$ cat src/rtl/inst_fetch_unit_pkg.sv
// Shared widths, fetch FSM encoding and the buffered-instruction payload.
package inst_fetch_unit_pkg;

    localparam int unsigned INST_ADDR_W = 32;
    localparam int unsigned INST_DATA_W = 32;
    localparam logic [INST_ADDR_W-1:0] PC_STEP = INST_ADDR_W'(4);

    typedef enum logic [1:0] {
        ST_IDLE  = 2'd0,
        ST_FETCH = 2'd1,
        ST_FLUSH = 2'd2
    } fetch_state_t;

    typedef struct packed {
        logic [INST_DATA_W-1:0] inst;
        logic [INST_ADDR_W-1:0] pc;
    } fetch_entry_t;

endpackage

$ cat src/rtl/inst_fetch_unit_if.sv
// Fetch-unit bus bundle: imem request/response, redirect, and decode-side stream.
//  master: the fetch unit; slave: memory + decoder side.
interface inst_fetch_unit_if;
    import inst_fetch_unit_pkg::*;

    logic                   imem_req_valid;
    logic [INST_ADDR_W-1:0] imem_req_addr;
    logic                   imem_req_ready;
    logic                   imem_resp_valid;
    logic [INST_DATA_W-1:0] imem_resp_data;
    logic                   redirect_valid;
    logic [INST_ADDR_W-1:0] redirect_pc;
    logic                   inst_valid;
    logic [INST_DATA_W-1:0] inst;
    logic [INST_ADDR_W-1:0] inst_pc;
    logic                   inst_ready;

    modport master (
        output imem_req_valid, imem_req_addr, inst_valid, inst, inst_pc,
        input  imem_req_ready, imem_resp_valid, imem_resp_data,
               redirect_valid, redirect_pc, inst_ready
    );

    modport slave (
        input  imem_req_valid, imem_req_addr, inst_valid, inst, inst_pc,
        output imem_req_ready, imem_resp_valid, imem_resp_data,
               redirect_valid, redirect_pc, inst_ready
    );

endinterface

$ cat src/rtl/inst_fetch_unit_fetch_queue.sv
// Synchronous FIFO, DEPTH x WIDTH, with flush; head is read straight from flops.
//  clk/rst   : clock, synchronous active-high reset
//  push/push_data, pop, flush : write, consume head, clear (flush wins)
//  head      : current head entry (valid when !empty)
//  empty/count : status, count ranges 0..DEPTH
module fetch_queue #(
    parameter int unsigned DEPTH = 4,
    parameter int unsigned WIDTH = 64
) (
    input  logic                     clk,
    input  logic                     rst,
    input  logic                     push,
    input  logic [WIDTH-1:0]         push_data,
    input  logic                     pop,
    input  logic                     flush,
    output logic [WIDTH-1:0]         head,
    output logic                     empty,
    output logic [$clog2(DEPTH):0]   count
);
    localparam int unsigned AW = $clog2(DEPTH);
    localparam int unsigned CW = AW + 1;

    logic [WIDTH-1:0] mem_q [DEPTH];
    logic [WIDTH-1:0] mem_d [DEPTH];
    logic [AW-1:0]    wr_ptr_q, wr_ptr_d, rd_ptr_q, rd_ptr_d;
    logic [CW-1:0]    count_q, count_d;
    logic             full, push_ok, pop_ok;

    assign empty = (count_q == '0);
    assign full  = (count_q == CW'(DEPTH));
    assign count = count_q;
    assign head  = mem_q[rd_ptr_q];

    // Push into a full queue is accepted only when the head leaves the same cycle.
    always_comb begin
        mem_d    = mem_q;
        wr_ptr_d = wr_ptr_q;
        rd_ptr_d = rd_ptr_q;
        pop_ok   = pop & ~empty;
        push_ok  = push & (~full | pop_ok);
        if (push_ok) begin
            mem_d[wr_ptr_q] = push_data;
            wr_ptr_d        = wr_ptr_q + AW'(1);
        end
        if (pop_ok) begin
            rd_ptr_d = rd_ptr_q + AW'(1);
        end
        count_d = count_q + CW'(push_ok) - CW'(pop_ok);
        if (flush) begin
            wr_ptr_d = '0;
            rd_ptr_d = '0;
            count_d  = '0;
        end
    end

    always_ff @(posedge clk) begin
        if (rst) begin
            wr_ptr_q <= '0;
            rd_ptr_q <= '0;
            count_q  <= '0;
        end else begin
            wr_ptr_q <= wr_ptr_d;
            rd_ptr_q <= rd_ptr_d;
            count_q  <= count_d;
        end
    end

    // Storage carries no reset; validity is tracked by count_q.
    always_ff @(posedge clk) begin
        mem_q <= mem_d;
    end

endmodule

$ cat src/rtl/inst_fetch_unit.sv
// Instruction fetch unit: sequential PC generation, credit-limited imem reads,
// DEPTH-entry instruction queue to decode, redirect flush with stale-response drop.
//  clk, rst : clock, synchronous active-high reset
//  bus      : master side of inst_fetch_unit_if (imem req/resp, redirect, inst stream)
module inst_fetch_unit
    import inst_fetch_unit_pkg::*;
#(
    parameter int unsigned           DEPTH    = 4,
    parameter logic [INST_ADDR_W-1:0] RESET_PC = 32'h0000_0000
) (
    input  logic               clk,
    input  logic               rst,
    inst_fetch_unit_if.master  bus
);
    localparam int unsigned CW = $clog2(DEPTH) + 1;

    fetch_state_t           state_q, state_d;
    logic [INST_ADDR_W-1:0] pc_q, pc_d;
    logic [CW-1:0]          outstanding_q, outstanding_d;
    logic [CW-1:0]          drop_q, drop_d;
    logic [CW-1:0]          occupancy, tag_count;
    logic [CW:0]            in_use;
    logic                   req_valid_c, req_fire, resp_fire, resp_keep, pop_fire;
    logic                   data_empty, tag_empty;
    logic [INST_ADDR_W-1:0] tag_head;
    fetch_entry_t           push_entry, head_entry;

    // In FETCH the tag FIFO holds exactly the outstanding requests, so it serves as the credit count.
    assign in_use      = {1'b0, occupancy} + {1'b0, tag_count};
    assign req_valid_c = (state_q == ST_FETCH) && (in_use < (CW+1)'(DEPTH)) && !bus.redirect_valid;
    assign req_fire    = req_valid_c & bus.imem_req_ready;
    assign resp_fire   = bus.imem_resp_valid;
    assign resp_keep   = resp_fire & (state_q == ST_FETCH) & ~bus.redirect_valid;
    assign pop_fire    = ~data_empty & bus.inst_ready;
    assign push_entry  = {bus.imem_resp_data, tag_head};

    assign bus.imem_req_valid = req_valid_c;
    assign bus.imem_req_addr  = pc_q;
    assign bus.inst_valid     = ~data_empty;
    assign bus.inst           = head_entry.inst;
    assign bus.inst_pc        = head_entry.pc;

    // Next-state: redirect overrides everything and re-arms the drop counter.
    always_comb begin
        state_d       = state_q;
        pc_d          = pc_q;
        outstanding_d = outstanding_q;
        drop_d        = drop_q;
        case (state_q)
            ST_IDLE: begin
                state_d = ST_FETCH;
            end
            ST_FETCH: begin
                if (req_fire) begin
                    pc_d = pc_q + PC_STEP;
                end
                outstanding_d = outstanding_q + CW'(req_fire) - CW'(resp_fire);
            end
            ST_FLUSH: begin
                if (drop_q == '0) begin
                    state_d = ST_FETCH;
                end else if (resp_fire) begin
                    drop_d        = drop_q - CW'(1);
                    outstanding_d = outstanding_q - CW'(1);
                    if (drop_q == CW'(1)) begin
                        state_d = ST_FETCH;
                    end
                end
            end
            default: begin
                state_d = ST_IDLE;
            end
        endcase
        if (bus.redirect_valid) begin
            pc_d          = bus.redirect_pc & ~INST_ADDR_W'(3);
            drop_d        = outstanding_q + CW'(req_fire) - CW'(resp_fire);
            outstanding_d = drop_d;
            state_d       = (drop_d != '0) ? ST_FLUSH : ST_FETCH;
        end
    end

    always_ff @(posedge clk) begin
        if (rst) begin
            state_q       <= ST_IDLE;
            pc_q          <= RESET_PC;
            outstanding_q <= '0;
            drop_q        <= '0;
        end else begin
            state_q       <= state_d;
            pc_q          <= pc_d;
            outstanding_q <= outstanding_d;
            drop_q        <= drop_d;
        end
    end

    // Instruction queue toward decode.
    fetch_queue #(.DEPTH(DEPTH), .WIDTH($bits(fetch_entry_t))) u_inst_q (
        .clk       (clk),
        .rst       (rst),
        .push      (resp_keep),
        .push_data (push_entry),
        .pop       (pop_fire),
        .flush     (bus.redirect_valid),
        .head      (head_entry),
        .empty     (data_empty),
        .count     (occupancy)
    );

    // Issue-PC tags, paired in order with returning responses.
    fetch_queue #(.DEPTH(DEPTH), .WIDTH(INST_ADDR_W)) u_tag_q (
        .clk       (clk),
        .rst       (rst),
        .push      (req_fire),
        .push_data (pc_q),
        .pop       (resp_keep & ~tag_empty),
        .flush     (bus.redirect_valid),
        .head      (tag_head),
        .empty     (tag_empty),
        .count     (tag_count)
    );

endmodule

$ cat src/flat_wrapper.sv
// flat-port wrapper written by rule: the top's interface ports become plain ports
module inst_fetch_unit_flat import inst_fetch_unit_pkg::*;
#(
    parameter int unsigned           DEPTH    = 4,
    parameter logic [INST_ADDR_W-1:0] RESET_PC = 32'h0000_0000
)
  (clk, rst, bus_imem_req_valid, bus_imem_req_addr, bus_inst_valid, bus_inst, bus_inst_pc, bus_imem_req_ready, bus_imem_resp_valid, bus_imem_resp_data, bus_redirect_valid, bus_redirect_pc, bus_inst_ready);
  inst_fetch_unit_if bus_i ();
  input  logic clk;
  input  logic rst;
  output wire logic [$bits(bus_i.imem_req_valid)-1:0] bus_imem_req_valid;
  output wire logic [$bits(bus_i.imem_req_addr)-1:0] bus_imem_req_addr;
  output wire logic [$bits(bus_i.inst_valid)-1:0] bus_inst_valid;
  output wire logic [$bits(bus_i.inst)-1:0] bus_inst;
  output wire logic [$bits(bus_i.inst_pc)-1:0] bus_inst_pc;
  input wire logic [$bits(bus_i.imem_req_ready)-1:0] bus_imem_req_ready;
  input wire logic [$bits(bus_i.imem_resp_valid)-1:0] bus_imem_resp_valid;
  input wire logic [$bits(bus_i.imem_resp_data)-1:0] bus_imem_resp_data;
  input wire logic [$bits(bus_i.redirect_valid)-1:0] bus_redirect_valid;
  input wire logic [$bits(bus_i.redirect_pc)-1:0] bus_redirect_pc;
  input wire logic [$bits(bus_i.inst_ready)-1:0] bus_inst_ready;
  assign bus_imem_req_valid = bus_i.imem_req_valid;
  assign bus_imem_req_addr = bus_i.imem_req_addr;
  assign bus_inst_valid = bus_i.inst_valid;
  assign bus_inst = bus_i.inst;
  assign bus_inst_pc = bus_i.inst_pc;
  assign bus_i.imem_req_ready = bus_imem_req_ready;
  assign bus_i.imem_resp_valid = bus_imem_resp_valid;
  assign bus_i.imem_resp_data = bus_imem_resp_data;
  assign bus_i.redirect_valid = bus_redirect_valid;
  assign bus_i.redirect_pc = bus_redirect_pc;
  assign bus_i.inst_ready = bus_inst_ready;
  inst_fetch_unit #(.DEPTH(DEPTH), .RESET_PC(RESET_PC)) u_core (.clk(clk), .rst(rst), .bus(bus_i));
endmodule
$ cat config.mk
export PLATFORM = sky130hd
export DESIGN_NAME = inst_fetch_unit_flat
export DESIGN_NICKNAME = d
export VERILOG_FILES = /design/src/rtl/inst_fetch_unit_pkg.sv /design/src/rtl/inst_fetch_unit_if.sv /design/src/rtl/inst_fetch_unit_fetch_queue.sv /design/src/rtl/inst_fetch_unit.sv /design/src/flat_wrapper.sv
export SDC_FILE = /design/constraint.sdc
export NUM_CORES = 1
export LEC_CHECK = 0
export BUFFER_PORTS_ARGS = -buffer_cell sky130_fd_sc_hd__buf_2
export CORE_MARGIN = 1.5
export CORE_UTILIZATION = 35
export CTS_BUF_LIST = sky130_fd_sc_hd__clkbuf_16
export DETAILED_ROUTE_END_ITERATION = 10
export GPL_ROUTABILITY_DRIVEN = 0
export PLACE_DENSITY = 0.62
export SLEW_MARGIN = 10
export SYNTH_ARGS = -nofsm -noshare
export SYNTH_HDL_FRONTEND = slang
export SYNTH_SLANG_ARGS = --single-unit
$ cat constraint.sdc
create_clock -name clk -period 3.3 [get_ports clk]
set_clock_uncertainty 0.1 [all_clocks]
set_input_delay 0.33 -clock clk [delete_from_list [all_inputs] [get_ports clk]]
set_output_delay 0.33 -clock clk [all_outputs]
set_load 0.02 [all_outputs]
==> results of run 1 <==
## per-stage QoR
stage	hold WS, ps	cell area [um2]	utilization [%]	worst slack, ps	std cells
after floorplan	329	16400	-	239	875
after global placement	393	18200	39.1	417	1634
after detailed placement	417	18200	39.1	408	1634
after CTS	9.07	20200	43.4	365	1770
after global routing	37.3	20200	43.4	127	1770
final	34.2	20200	43.4	346	1770
## power by group through the flow
| stage | Sequential [W] | Clock, W | Combinational (W) |
|---|---|---|---|
| floorplan | 0.00605 | 0 | 0.000306 |
| global placement | 0.00604 | 0 | 0.000527 |
| detailed placement | 0.00605 | 0 | 0.000538 |
| CTS | 0.00594 | 0.00491 | 0.000594 |
| global route | 0.00595 | 0.00510 | 0.000646 |
| finish | 0.00594 | 0.00477 | 0.000587 |
## flip-flops by register name (all words and copies together), names as in the netlist
register,count
u_core.state_q,2
u_core.outstanding_q,3
u_core.u_inst_q.wr_ptr_q,2
u_core.u_tag_q.mem_q,120
u_core.bus.imem_req_addr,30
u_core.u_tag_q.rd_ptr_q,2
u_core.u_inst_q.rd_ptr_q,2
u_core.u_inst_q.mem_q,248
u_core.u_tag_q.count,3
u_core.u_tag_q.wr_ptr_q,2
u_core.drop_q,3
u_core.u_inst_q.count,3
## final cells by class
cell class	count	area share, %
inverters	24	0.447
multi-input cells	392	20.3
clock inverters	33	1.27
clock buffers	46	5.71
well taps	607	3.77
flip-flops and latches	420	60.0
repair buffers	248	8.50
## tightest hold or removal path, cell delays in order
cell and delay, ps:
sky130_fd_sc_hd__buf_2 90, sky130_fd_sc_hd__o21ai_0 160, sky130_fd_sc_hd__a211oi_1 60
## routing by layer
layer  wire (um)  up-vias
met1       15600     4411
met3        1830       51
met2       17300      216
met4         797        0
met5           0        -
li1            -     4032
## path summary, 6_finish.rpt
check	endpoint	slack (ps)	start
hold / removal	u_core.bus.imem_req_addr[2]	30	bus_redirect_pc[2]
setup reg to reg	u_core.state_q[1]	350	u_core.u_tag_q.count[2]
hold reg to reg	u_core.outstanding_q[0]	430	u_core.outstanding_q[0]
setup / recovery	u_core.state_q[1]	350	u_core.u_tag_q.count[2]
## cells by family (layout without fill, tap and decap cells)
group                    after synthesis  after routing  share of synthesized area (%)
multiplexers                          94             94                           12.7
buffers and inverters                 63            351                           1.62
flip-flops                           420            420                           73.6
AO/OA/AOI/OAI                         90             90                           3.47
AND/OR/NAND/NOR                      157            157                           5.35
adder cells (fa/ha/maj)               24             24                           1.97
other                                  1              4                         0.0228
XOR/XNOR                              23             23                           1.23
## layout by cell type, fill, tap and decap left out, types with 3 or more instances in the layout
| cell type | instances |
|---|---|
| sky130_fd_sc_hd__conb_1 | 4 |
| sky130_fd_sc_hd__buf_12 | 9 |
| sky130_fd_sc_hd__xor2_1 | 9 |
| sky130_fd_sc_hd__xnor2_1 | 14 |
| sky130_fd_sc_hd__a31oi_1 | 12 |
| sky130_fd_sc_hd__nor3_1 | 4 |
| sky130_fd_sc_hd__clkinv_2 | 11 |
| sky130_fd_sc_hd__a21oi_1 | 24 |
| sky130_fd_sc_hd__ha_1 | 21 |
| sky130_fd_sc_hd__nor2_1 | 36 |
| sky130_fd_sc_hd__fa_1 | 3 |
| sky130_fd_sc_hd__and3_1 | 7 |
| sky130_fd_sc_hd__clkbuf_16 | 46 |
| sky130_fd_sc_hd__nor4_1 | 3 |
| sky130_fd_sc_hd__and2_4 | 4 |
| sky130_fd_sc_hd__nand3_1 | 12 |
| sky130_fd_sc_hd__buf_2 | 161 |
| sky130_fd_sc_hd__clkinv_1 | 7 |
| sky130_fd_sc_hd__buf_4 | 21 |
| sky130_fd_sc_hd__o21ai_1 | 8 |
| sky130_fd_sc_hd__and2_1 | 13 |
| sky130_fd_sc_hd__a211oi_1 | 6 |
| sky130_fd_sc_hd__nand2b_1 | 3 |
| sky130_fd_sc_hd__edfxtp_1 | 368 |
| sky130_fd_sc_hd__dlygate4sd3_1 | 57 |
| sky130_fd_sc_hd__dfxtp_1 | 49 |
| sky130_fd_sc_hd__a22oi_1 | 4 |
| sky130_fd_sc_hd__o21a_1 | 3 |
| sky130_fd_sc_hd__mux4_2 | 92 |
| sky130_fd_sc_hd__o21ai_0 | 13 |
| sky130_fd_sc_hd__nand4_1 | 13 |
| sky130_fd_sc_hd__nor4b_1 | 3 |
| sky130_fd_sc_hd__and4_1 | 3 |
| sky130_fd_sc_hd__nand2_1 | 36 |
| sky130_fd_sc_hd__bufinv_16 | 3 |
| sky130_fd_sc_hd__o211ai_1 | 4 |
| sky130_fd_sc_hd__inv_1 | 29 |
| sky130_fd_sc_hd__o31a_1 | 3 |
==> impl_summary.md, run 1 <==
Clock tree
Post-CTS repair changed the size of 0 cells. TritonCTS built the clock tree. The clock tree root buffer cell is sky130_fd_sc_hd__clkbuf_16. The maximum level of the CTS H-tree is 2. The hold-fix buffer count after cts is 57.

The number of clock buffers inserted by TritonCTS is 46. The number of post-CTS setup repair buffers is 0. The clock latency of the later-clocked register in the worst-skew pair is 560 ps. The clock edge transition at the registers on the reported setup and hold paths is about 60 ps. In this run the deepest clock path goes through 3 buffers.

The count of clock tree sinks is between 400 and 500.

Global routing
Global routing consumed, on the met1 layer, 19.6% of the routing resources. The overflow left after global routing is 0. The wire length of the first global-routing pass is 54,100 um.

Global routing consumed, on the met3 layer, 3.11% of the routing resources. The via count of the first global-routing pass is 9,117. The layer flagged by global routing as most heavily used is met2. The global-route met2 utilization is approximately 25%. Entering global routing, the biggest net connects 35 pins. The number of antenna violations at the first check in global routing is 0. For this run, the total global-route usage over all layers was measured as between 10% and 20%.

Pwr
The clock network fraction of design power is between 40% and 50%. Summed over all nets, the switching power comes to 0.00243 W. Summed over all cells, the static leakage comes to 6.82 nW. Dividing total power by cell area gives a power density of 560 mW/mm2. The peak ir drop on the vdd network is between 0.3 and 0.4 mV. The internal portion of the total power is a little under 0.009 W.

The part of the power in registers is between 50% and 60%. The completed layout was analyzed and its total power is 0.0113 W. The share of total power dissipated in combinational logic is 5.2%. Net switching is 21.5% of the power.

Drt
Using the TritonRoute via totals, the vias-per-cell ratio works out to 4.92. For this run, the detailed router's first-pass iteration total came to 4. After detailed routing, the average wire length per cell comes to 20.1 um. The number of antenna-violating nets in the routed design is 0. The initial detailed-routing violation count is 596.

Detailed routing inserted a total of about 8,700 vias. The number of design rule violations left after detail routing is 0. The final routed wirelength across all metal layers is 35,500 um.

Run status
The run finished with clean final reports.

Timing
Adding up every negative setup slack in the final design gives 0 ps. The slew at the pin with the worst max-slew slack is 1040 ps. Based on the critical path, the design can be clocked at up to 0.339 GHz. The final setup violation count is 0. The worst path uses around 90% of the clock period. The count of pins over their slew limit is 0.

In this run the tightest slew margin relative to its limit is a little under a third. The time the final worst path needs with I/O delays and setup is 2950 ps. Setup repair after global routing left no endpoint under its margin. The total count of hold-check failures in the final report is 0.

Place
The count of buffers added on input and output ports is 161. After legalization and detailed placement, the total HPWL measured 22,500 um.

Synthesis
The synthesized flop and latch total is between 400 and 500. Synthesis produced 872 cells. In the post-synthesis netlist, the cell with the most instances is sky130_fd_sc_hd__edfxtp_1.

Ranked by instance count, the synthesized netlist is headed by 368 x sky130_fd_sc_hd__edfxtp_1, 92 x sky130_fd_sc_hd__mux4_2, 52 x sky130_fd_sc_hd__dfxtp_1. Among all flip-flop cells after synthesis, the most frequent one is sky130_fd_sc_hd__edfxtp_1. Of all cell types, the one taking the most synthesized area is sky130_fd_sc_hd__edfxtp_1.

Yosys printed 0 warnings. The distinct cell type count of the synthesized netlist is 62. After synthesis, the share of flip-flops with an asynchronous set or reset is 0%.

The post-synthesis instance area is approximately 0.016 mm2. Of the synthesized area, sequential elements account for 73.6%. The number of synthesized flops with an enable pin is 368. Yosys attributes the largest share of cell area to sky130_fd_sc_hd__edfxtp_1 67%, sky130_fd_sc_hd__mux4_2 13%, sky130_fd_sc_hd__dfxtp_1 6.3%.

The synthesized area divided by synthesized cell count is between 15 and 20 um2. Of the post-synthesis cell area, the dominant cell type holds between 60% and 70%.

Die
The core region is 0.0465 mm2. The die is 220 um tall. The effective utilization at floorplan is 35.4%. The floorplan has 79 rows. The I/O pin total is roughly 170. The die covers 0.0482 mm2. The die span in x is 220 um.

Final layout
The net count of the finished layout is 1,226. Compared with the post-synthesis result, the final layout area differs by 22.7%. The fraction of final layout cells with drive strength greater than 1 is 31.6%.

The register area is 0.0121 mm2. The final antenna diode count is 0. The multi-input combinational cells in the finished layout cover a total of 0.00409 mm2.

The filler cells instantiated in the layout total between 4,000 and 5,000.

Setup path
The critical path launch point type is a register. The slowest stage of the critical path belongs to the cell sky130_fd_sc_hd__dfxtp_1. The delay contributed by the slowest stage of the critical path is between 400 and 500 ps.

The number of logic stages on the critical path including buffering is 12. The largest driver fanout on the critical path is 11. The worst register-to-register path has a depth of 12. The sum of buffers and inverters on the critical path is 3.

The endpoint class of the critical path is a register. The most used cell along the critical path is sky130_fd_sc_hd__ha_1. The required time of the critical path is between 3000 and 4000 ps. Broken down by cell family, the worst path's largest delay share belongs to simple AND/OR/NAND/NOR gates. Walking the worst path, the cells encountered are ha_1 -> nor3_1 -> nand3_2 -> buf_4 -> inv_2 -> ha_1 -> inv_1 -> fa_1 -> xnor2_1 -> xor2_1 -> nand4b_1 -> and3_1. For the worst setup path, the data arrival time is 3310 ps. By startpoint and endpoint, the worst setup path is classified as reg -> reg.

Min path
The class of the worst hold path is in -> reg. Along the worst hold path, the cell count comes to 3.

Job
The number of max-cap violations is 0.
Note: power is estimated with default switching activity, not from simulation.
==> inputs of run 2 (changes only) <==
==> constraint.sdc (replaced) <==
create_clock -name clk -period 3.3 [get_ports clk]
set_clock_uncertainty 0.1 [all_clocks]
set_input_delay 0.825 -clock clk [delete_from_list [all_inputs] [get_ports clk]]
set_output_delay 0.825 -clock clk [all_outputs]
set_load 0.02 [all_outputs]
==> run 2 against run 1 <==
Net effect:
- first-iteration DRC count shrank 1.5%
- register-to-register slack hardly changed
- die area is the same
- clock power up 4%
- sequential cell count is the same
- sequential power about the same
- cell area decreased by 1.6%
- cell count fell by 2.2%
- global-route usage is 0.23 points lower
- sequential share of layout area is 0.99 points higher
- worst setup slack got worse by 71 ps
==> impl_summary.md, run 2 (synthesis results as in run 1) <==
Final layout
The relative area change from synthesis to final layout is 20.7%. The leading cell type in the layout, fill and taps excluded is sky130_fd_sc_hd__edfxtp_1. In the layout the commonest cells are 368 x sky130_fd_sc_hd__edfxtp_1, 161 x sky130_fd_sc_hd__buf_2, 92 x sky130_fd_sc_hd__mux4_2.

The finished layout cell area is 0.0198 mm2 (-1.6%). Counting flops per register, the top entry is u_core.u_inst_q.mem_q. The number of standard cells in the layout, taps in and fillers out was 1,731 (-2.2%). The net count reported at finish came to 1,182 (-3.6%).

The final antenna diode count is 0 (unchanged). The number of flip-flops in the largest register is 248 (unchanged). The final design utilization is 42.7% (-0.70 points). The fraction of final layout cells with drive strength greater than 1 came to 34.1% (+2.4 points).

Global routing
The via count of the first global-routing pass is 8,859 (-2.8%). The wire length of the first global-routing pass was 53,400 um (-1.4%). The number of antenna violations at the first check in global routing came to 0 (unchanged). The overflow left after global routing was 0 (unchanged). The pin count of the biggest net entering global routing is 47 (+34%).

The overall global routing resource usage is 14.8% (-0.23 points).

Drt
The iteration count of the initial detailed-routing pass is 5 (+1). The number of antenna-violating nets in the routed design came to 0 (unchanged). The initial detailed-routing violation count is 587 (-1.5%).

The vias per cell is 4.99 (+1.5%). The final routed wire length divided by cell count is 20.3 um (+1.2%). The final routed wirelength across all metal layers was 35,200 um (-1.0%). The number of design rule violations left after detail routing came to 0 (unchanged).

The total number of vias was 8,642 (-0.78%).

Clock tree
The number of post-CTS setup repair buffers was 0 (unchanged). The clock edge transition at the registers on the reported setup and hold paths is 60 ps (about the same). The clock latency of the later-clocked register in the worst-skew pair is 550 ps (about the same). The maximum clock insertion buffer count is 3 (unchanged).

The count of clock tree sinks was 420 (unchanged). The number of clock buffers inserted by TritonCTS is 45 (-2.2%). The TritonCTS clock tree is yes. The clock tree root buffer cell is sky130_fd_sc_hd__clkbuf_16.

The post-CTS resize count is 0 (unchanged). The maximum level of the CTS H-tree is 2 (unchanged). The hold-fix buffer count after cts is 0 (-100%).

Pwr
The cell leakage power is 6.70 nW (-1.6%). The peak ir drop on the vdd network is 0.359 mV (+6.4%). The total power divided by cell area is 576 mW/mm2 (+2.8%).

Place
The count of buffers from port buffering is 161 (unchanged). The count of placed standard cells including taps is 1,648 (+0.86%). The post-placement cell area is 0.0184 mm2 (+0.99%). The detailed placement HPWL is 22,800 um (+1.5%).

Job
The number of max-cap violations came to 0 (unchanged).

Die
The I/O pin total is 168 (unchanged). The vertical die dimension is 220 um (unchanged). The effective utilization at floorplan was 35.4% (unchanged).

The placeable core region came to 0.0465 mm2 (unchanged). The full die area came to 0.0482 mm2 (unchanged). The number of placement rows is 79 (unchanged). The die span in x is 220 um (unchanged).

Setup path
The cell family contributing the most delay on the critical path is multiplexers. The largest driver fanout on the critical path is 11 (unchanged). The required time of the critical path is 2370 ps (-1280 ps).

The worst setup path is captured at an output pin. The critical path goes through buf_4 -> mux4_2 -> buf_2. The worst setup path is launched from a register. The sum of buffers and inverters on the critical path is 2 (-1). The delay contributed by the slowest stage of the critical path came to 550 ps (+140 ps). The arrival time of data at the critical path endpoint was 2100 ps (-1210 ps).

The start-to-end type of the worst setup path is reg -> out. The slowest stage of the critical path is the sky130_fd_sc_hd__mux4_2 cell. The register-to-register path setup slack was 350 ps (about the same).

Run status
The flow ran to the end, and the final reports show no timing, DRC or antenna violations.

Timing
The tightest slew margin relative to the limit came to 30.7% (+0.28 points). The total negative slack is 0 ps (unchanged). The post-route clock period utilization was 91.7% (+2.1 points). The final setup violation count was 0 (unchanged). The count of pins over their slew limit is 0 (unchanged). The maximum operating frequency was 0.331 GHz (-2.3%). Setup repair after global routing left no endpoint under its margin.

The total count of hold-check failures in the final report is 0 (unchanged). The slew at the pin with the worst max-slew slack is 1040 ps (-4.25 ps). The time the final worst path needs with I/O delays and setup was 3020 ps (+70.6 ps).

Min path
The class of the worst hold path is in -> reg.
==> run 2: worst paths after layout <==
path                            cells past startpoint                   startpoint                          to
worst min register to register                      2      u_core.outstanding_q[0]     u_core.outstanding_q[0]
worst max register to register                     13      u_core.u_tag_q.count[2]     u_core.u_tag_q.count[2]
worst max-delay path                                3  u_core.u_inst_q.rd_ptr_q[0]             bus_inst_pc[20]
worst min-delay path                                1        bus_imem_resp_data[5]  u_core.u_inst_q.mem_q[165]
==> run 2: area by class of cell <==
class	count	area [um2]
fillers	4119	26600
flip-flops and latches	420	12100
multi-input cells	392	4090
repair buffers	205	1320
clock buffers	47	1180
well taps	607	759
clock inverters	36	294
inverters	24	90.1
==> run 2: per-stage QoR <==
step           hold WS [ps]  setup WS, ps  power [W]
2_1_floorplan           370          80.0    0.00635
3_3_place_gp            399           200    0.00658
3_5_place_dp            411           160    0.00659
4_1_cts                 341           165     0.0116
5_1_grt                 363          70.4     0.0119
6_report                387           275     0.0114
==> run 2: power by group <==
part	switching (W)	total, W	internal, W
Combinational	0.000327	0.000551	0.000224
Sequential	0.0000821	0.00593	0.00584
Clock	0.00198	0.00494	0.00296
Total	0.00239	0.0114	0.00903
==> run 2: routing by layer <==
metal	global-route usage [%]	wire (um)
met1	20.0	15500
met2	24.3	16900
met3	2.73	2070
met4	4.49	708
met5	0	0
==> inputs of run 3 (changes only) <==
--- a/config.mk
+++ b/config.mk
@@ -5,13 +5,14 @@
 export SDC_FILE = /design/constraint.sdc
 export NUM_CORES = 1
 export LEC_CHECK = 0
+export ABC_AREA = 0
 export BUFFER_PORTS_ARGS = -buffer_cell sky130_fd_sc_hd__buf_2
 export CORE_MARGIN = 1.5
 export CORE_UTILIZATION = 35
 export CTS_BUF_LIST = sky130_fd_sc_hd__clkbuf_16
 export DETAILED_ROUTE_END_ITERATION = 10
 export GPL_ROUTABILITY_DRIVEN = 0
-export PLACE_DENSITY = 0.62
+export PLACE_DENSITY = 0.61
 export SLEW_MARGIN = 10
 export SYNTH_ARGS = -nofsm -noshare
 export SYNTH_HDL_FRONTEND = slang
==> run 3 against run 2 <==
Net effect:
- sequential share of layout area barely moved
- via count grew 0.23%
- count of clock-buffer cells in the layout did not move
- die area unchanged
- critical path type unchanged
- fmax down 2.9%
- power rose by 0.81%
- worst setup slack worse by 89 ps
- cell count hardly changed
- combinational power is 1% higher
- routed wire length grew 1.5%
- register-to-register slack improved by 100 ps
- critical endpoint is now bus_inst[13]
- worst hold slack worse by 11 ps
==> impl_summary.md, run 3 (synthesis results as in run 1) <==
Setup path
The cell family contributing the most delay on the critical path is multiplexers. The critical path launch point type is a register. The required time of the critical path is 2370 ps (about the same). The sum of buffers and inverters on the critical path was 2 (unchanged). The delay contributed by the slowest stage of the critical path is 560 ps (about the same). The library cell contributing the largest single delay on the critical path is sky130_fd_sc_hd__mux4_2. The signal on the critical path passes through buf_12 -> mux4_2 -> buf_2. The start-to-end type of the worst setup path is reg -> out. The largest driver fanout on the critical path is 36 (+25). STA classifies the critical path endpoint as an output pin.

The arrival time of data at the critical path endpoint came to 2190 ps (+90 ps).

Drt
The routed wire length on met3 is 2500 um (+21%). The number of antenna-violating nets in the routed design is 0 (unchanged). The met2 wire length came to 17,200 um (+1.6%). The top routing layer in use is met4. The iteration count of the initial detailed-routing pass is 5 (unchanged).

The final routed wirelength across all metal layers came to 35,700 um (+1.5%). The initial detailed-routing violation count is 596 (+1.5%). The number of design rule violations left after detail routing is 0 (unchanged). The total number of vias was 8,662 (+0.23%). The vias per cell is 5.01 (+0.29%). The routed metal-1 wirelength is 15,500 um (-0.12%). The final routed wire length divided by cell count came to 20.6 um (+1.6%).

Die
The I/O pin total is 168 (unchanged). The effective utilization at floorplan is 35.4% (unchanged). The vertical die dimension is 220 um (unchanged). The number of placement rows came to 79 (unchanged).

The placeable core region is 0.0465 mm2 (unchanged). The full die area is 0.0482 mm2 (unchanged). The die span in x is 220 um (unchanged).

Pwr
The peak ir drop on the vdd network came to 0.381 mV (+6.1%). The total power divided by cell area is 581 mW/mm2 (+0.85%). The cell leakage power is 6.71 nW (about the same).

Timing
The maximum operating frequency is 0.321 GHz (-2.9%). The tightest slew margin relative to the limit is 38.3% (+7.6 points). The count of pins over their slew limit is 0 (unchanged). The total count of hold-check failures in the final report is 0 (unchanged).

The total negative slack is 0 ps (unchanged). Setup repair after global routing left no endpoint under its margin. The worst slack on hold paths is 376 ps (-11.1 ps). The time the final worst path needs with I/O delays and setup is 3110 ps (+88.8 ps). The final setup violation count came to 0 (unchanged). The post-route clock period utilization was 94.3% (+2.7 points). The slew at the pin with the worst max-slew slack is 922 ps (-113 ps).

Clock tree
The number of clock buffers inserted by TritonCTS came to 45 (unchanged). The maximum level of the CTS H-tree is 2 (unchanged). The maximum clock insertion buffer count was 3 (unchanged). The post-CTS resize count is 0 (unchanged). The clock latency of the later-clocked register in the worst-skew pair was 560 ps (about the same). The hold-fix buffer count after cts is 0 (unchanged). The number of post-CTS setup repair buffers is 0 (unchanged). The count of clock tree sinks was 420 (unchanged). The TritonCTS clock tree is yes. The clock edge transition at the registers on the reported setup and hold paths is 60 ps (about the same). CTS placed an instance of sky130_fd_sc_hd__clkbuf_16 at the clock tree root.

Job
The number of max-cap violations is 0 (unchanged).

Final layout
The finished layout cell area is 0.0198 mm2 (about the same). In the layout the commonest cells are 368 x sky130_fd_sc_hd__edfxtp_1, 161 x sky130_fd_sc_hd__buf_2, 92 x sky130_fd_sc_hd__mux4_2. The total of fill cells in the finished design is 4,148 (+0.70%). The fraction of final layout cells with drive strength greater than 1 is 33.7% (-0.33 points). The number of flip-flops in the largest register came to 248 (unchanged). The net count reported at finish is 1,180 (-0.17%). u_core.u_inst_q.mem_q holds more flip-flops than any other register.

The relative area change from synthesis to final layout is 20.7% (about the same). The number of standard cells in the layout, taps in and fillers out is 1,730 (-0.058%). Leaving out fill and tap cells, the most frequent cell in the layout is sky130_fd_sc_hd__edfxtp_1. The register area was 0.0121 mm2 (unchanged).

The area occupied by multi-input gates was 0.00409 mm2 (unchanged). The final antenna diode count came to 0 (unchanged).

Global routing
The via count of the first global-routing pass is 8,988 (+1.5%). The overflow left after global routing is 0 (unchanged). The number of antenna violations at the first check in global routing came to 0 (unchanged).

The overall global routing resource usage is 15.1% (+0.31 points). The pin count of the biggest net entering global routing is 47 (unchanged). The wire length of the first global-routing pass is 54,400 um (+1.9%).

Place
The detailed placement HPWL is 22,800 um (-0.12%). The count of placed standard cells including taps is 1,646 (-0.12%). The count of buffers from port buffering is 161 (unchanged). The post-placement cell area is 0.0183 mm2 (-0.22%).

Run status
The flow ran to the end, and the final reports show no timing, DRC or antenna violations.

Min path
The class of the worst hold path is in -> reg.
[run 3: cell count changes in the layout (fill, tap and decap cells not counted)]
| cell | previous run | this run |
|---|---|---|
| sky130_fd_sc_hd__clkinv_1 | 10 | 9 |
| sky130_fd_sc_hd__clkinvlp_4 | 2 | 3 |
| sky130_fd_sc_hd__clkinv_2 | 12 | 7 |
| sky130_fd_sc_hd__inv_1 | 29 | 33 |
| sky130_fd_sc_hd__clkinv_4 | 0 | 1 |
| sky130_fd_sc_hd__buf_12 | 15 | 13 |
| sky130_fd_sc_hd__bufinv_16 | 5 | 6 |
[run 3: worst register-to-register path: cells and delay by family (launching register included)]
family | cells | cell delay (ps)
AND/OR/NAND/NOR | 4 | 730
adder cells (fa/ha/maj) | 4 | 1070
buffers and inverters | 3 | 160
flip-flops | 1 | 340
XOR/XNOR | 2 | 320
[run 3: final timing paths]
| path | from | endpoint | slack, ps | cells past startpoint |
|---|---|---|---|---|
| hold / removal | bus_imem_resp_data[1] | u_core.u_inst_q.mem_q[33] | 380 | 1 |
| hold reg to reg | u_core.outstanding_q[0] | u_core.outstanding_q[0] | 420 | 2 |
| setup reg to reg | u_core.u_tag_q.count[2] | u_core.u_tag_q.count[2] | 450 | 13 |
| setup / recovery | u_core.u_inst_q.rd_ptr_q[0] | bus_inst[13] | 190 | 3 |
[run 3: per-layer routing]
layer  global-route usage [%]  up-vias
met5                        0        -
met4                     3.67        0
met3                     3.82       45
met2                     24.9      231
met1                     20.1     4433
li1                         -     3953
[run 3: metrics by stage]
step           utilization (%)  power, W  setup slack (ps)
3_5_place_dp              39.4   0.00660               181
5_1_grt                   42.7    0.0119              41.3
2_1_floorplan                -   0.00635              80.0
4_1_cts                   42.7    0.0117              87.7
3_3_place_gp              39.4   0.00658               191
6_report                  42.7    0.0115               186
[run 3: area by class of cell]
cell class | instances | area share (%)
inverter | 24 | 0.454
multi-input combinational | 392 | 20.6
clock inverter | 37 | 1.65
sequential | 420 | 61.0
timing repair buffer | 203 | 6.47
tap | 607 | 3.83
clock buffer | 47 | 5.93
[run 3: power by group]
part	leakage, nW	switching, W	internal (W)	total (W)
Sequential	3.76	0.0000792	0.00584	0.00592
Combinational	2.17	0.000334	0.000223	0.000557
Clock	0.772	0.00199	0.00304	0.00503
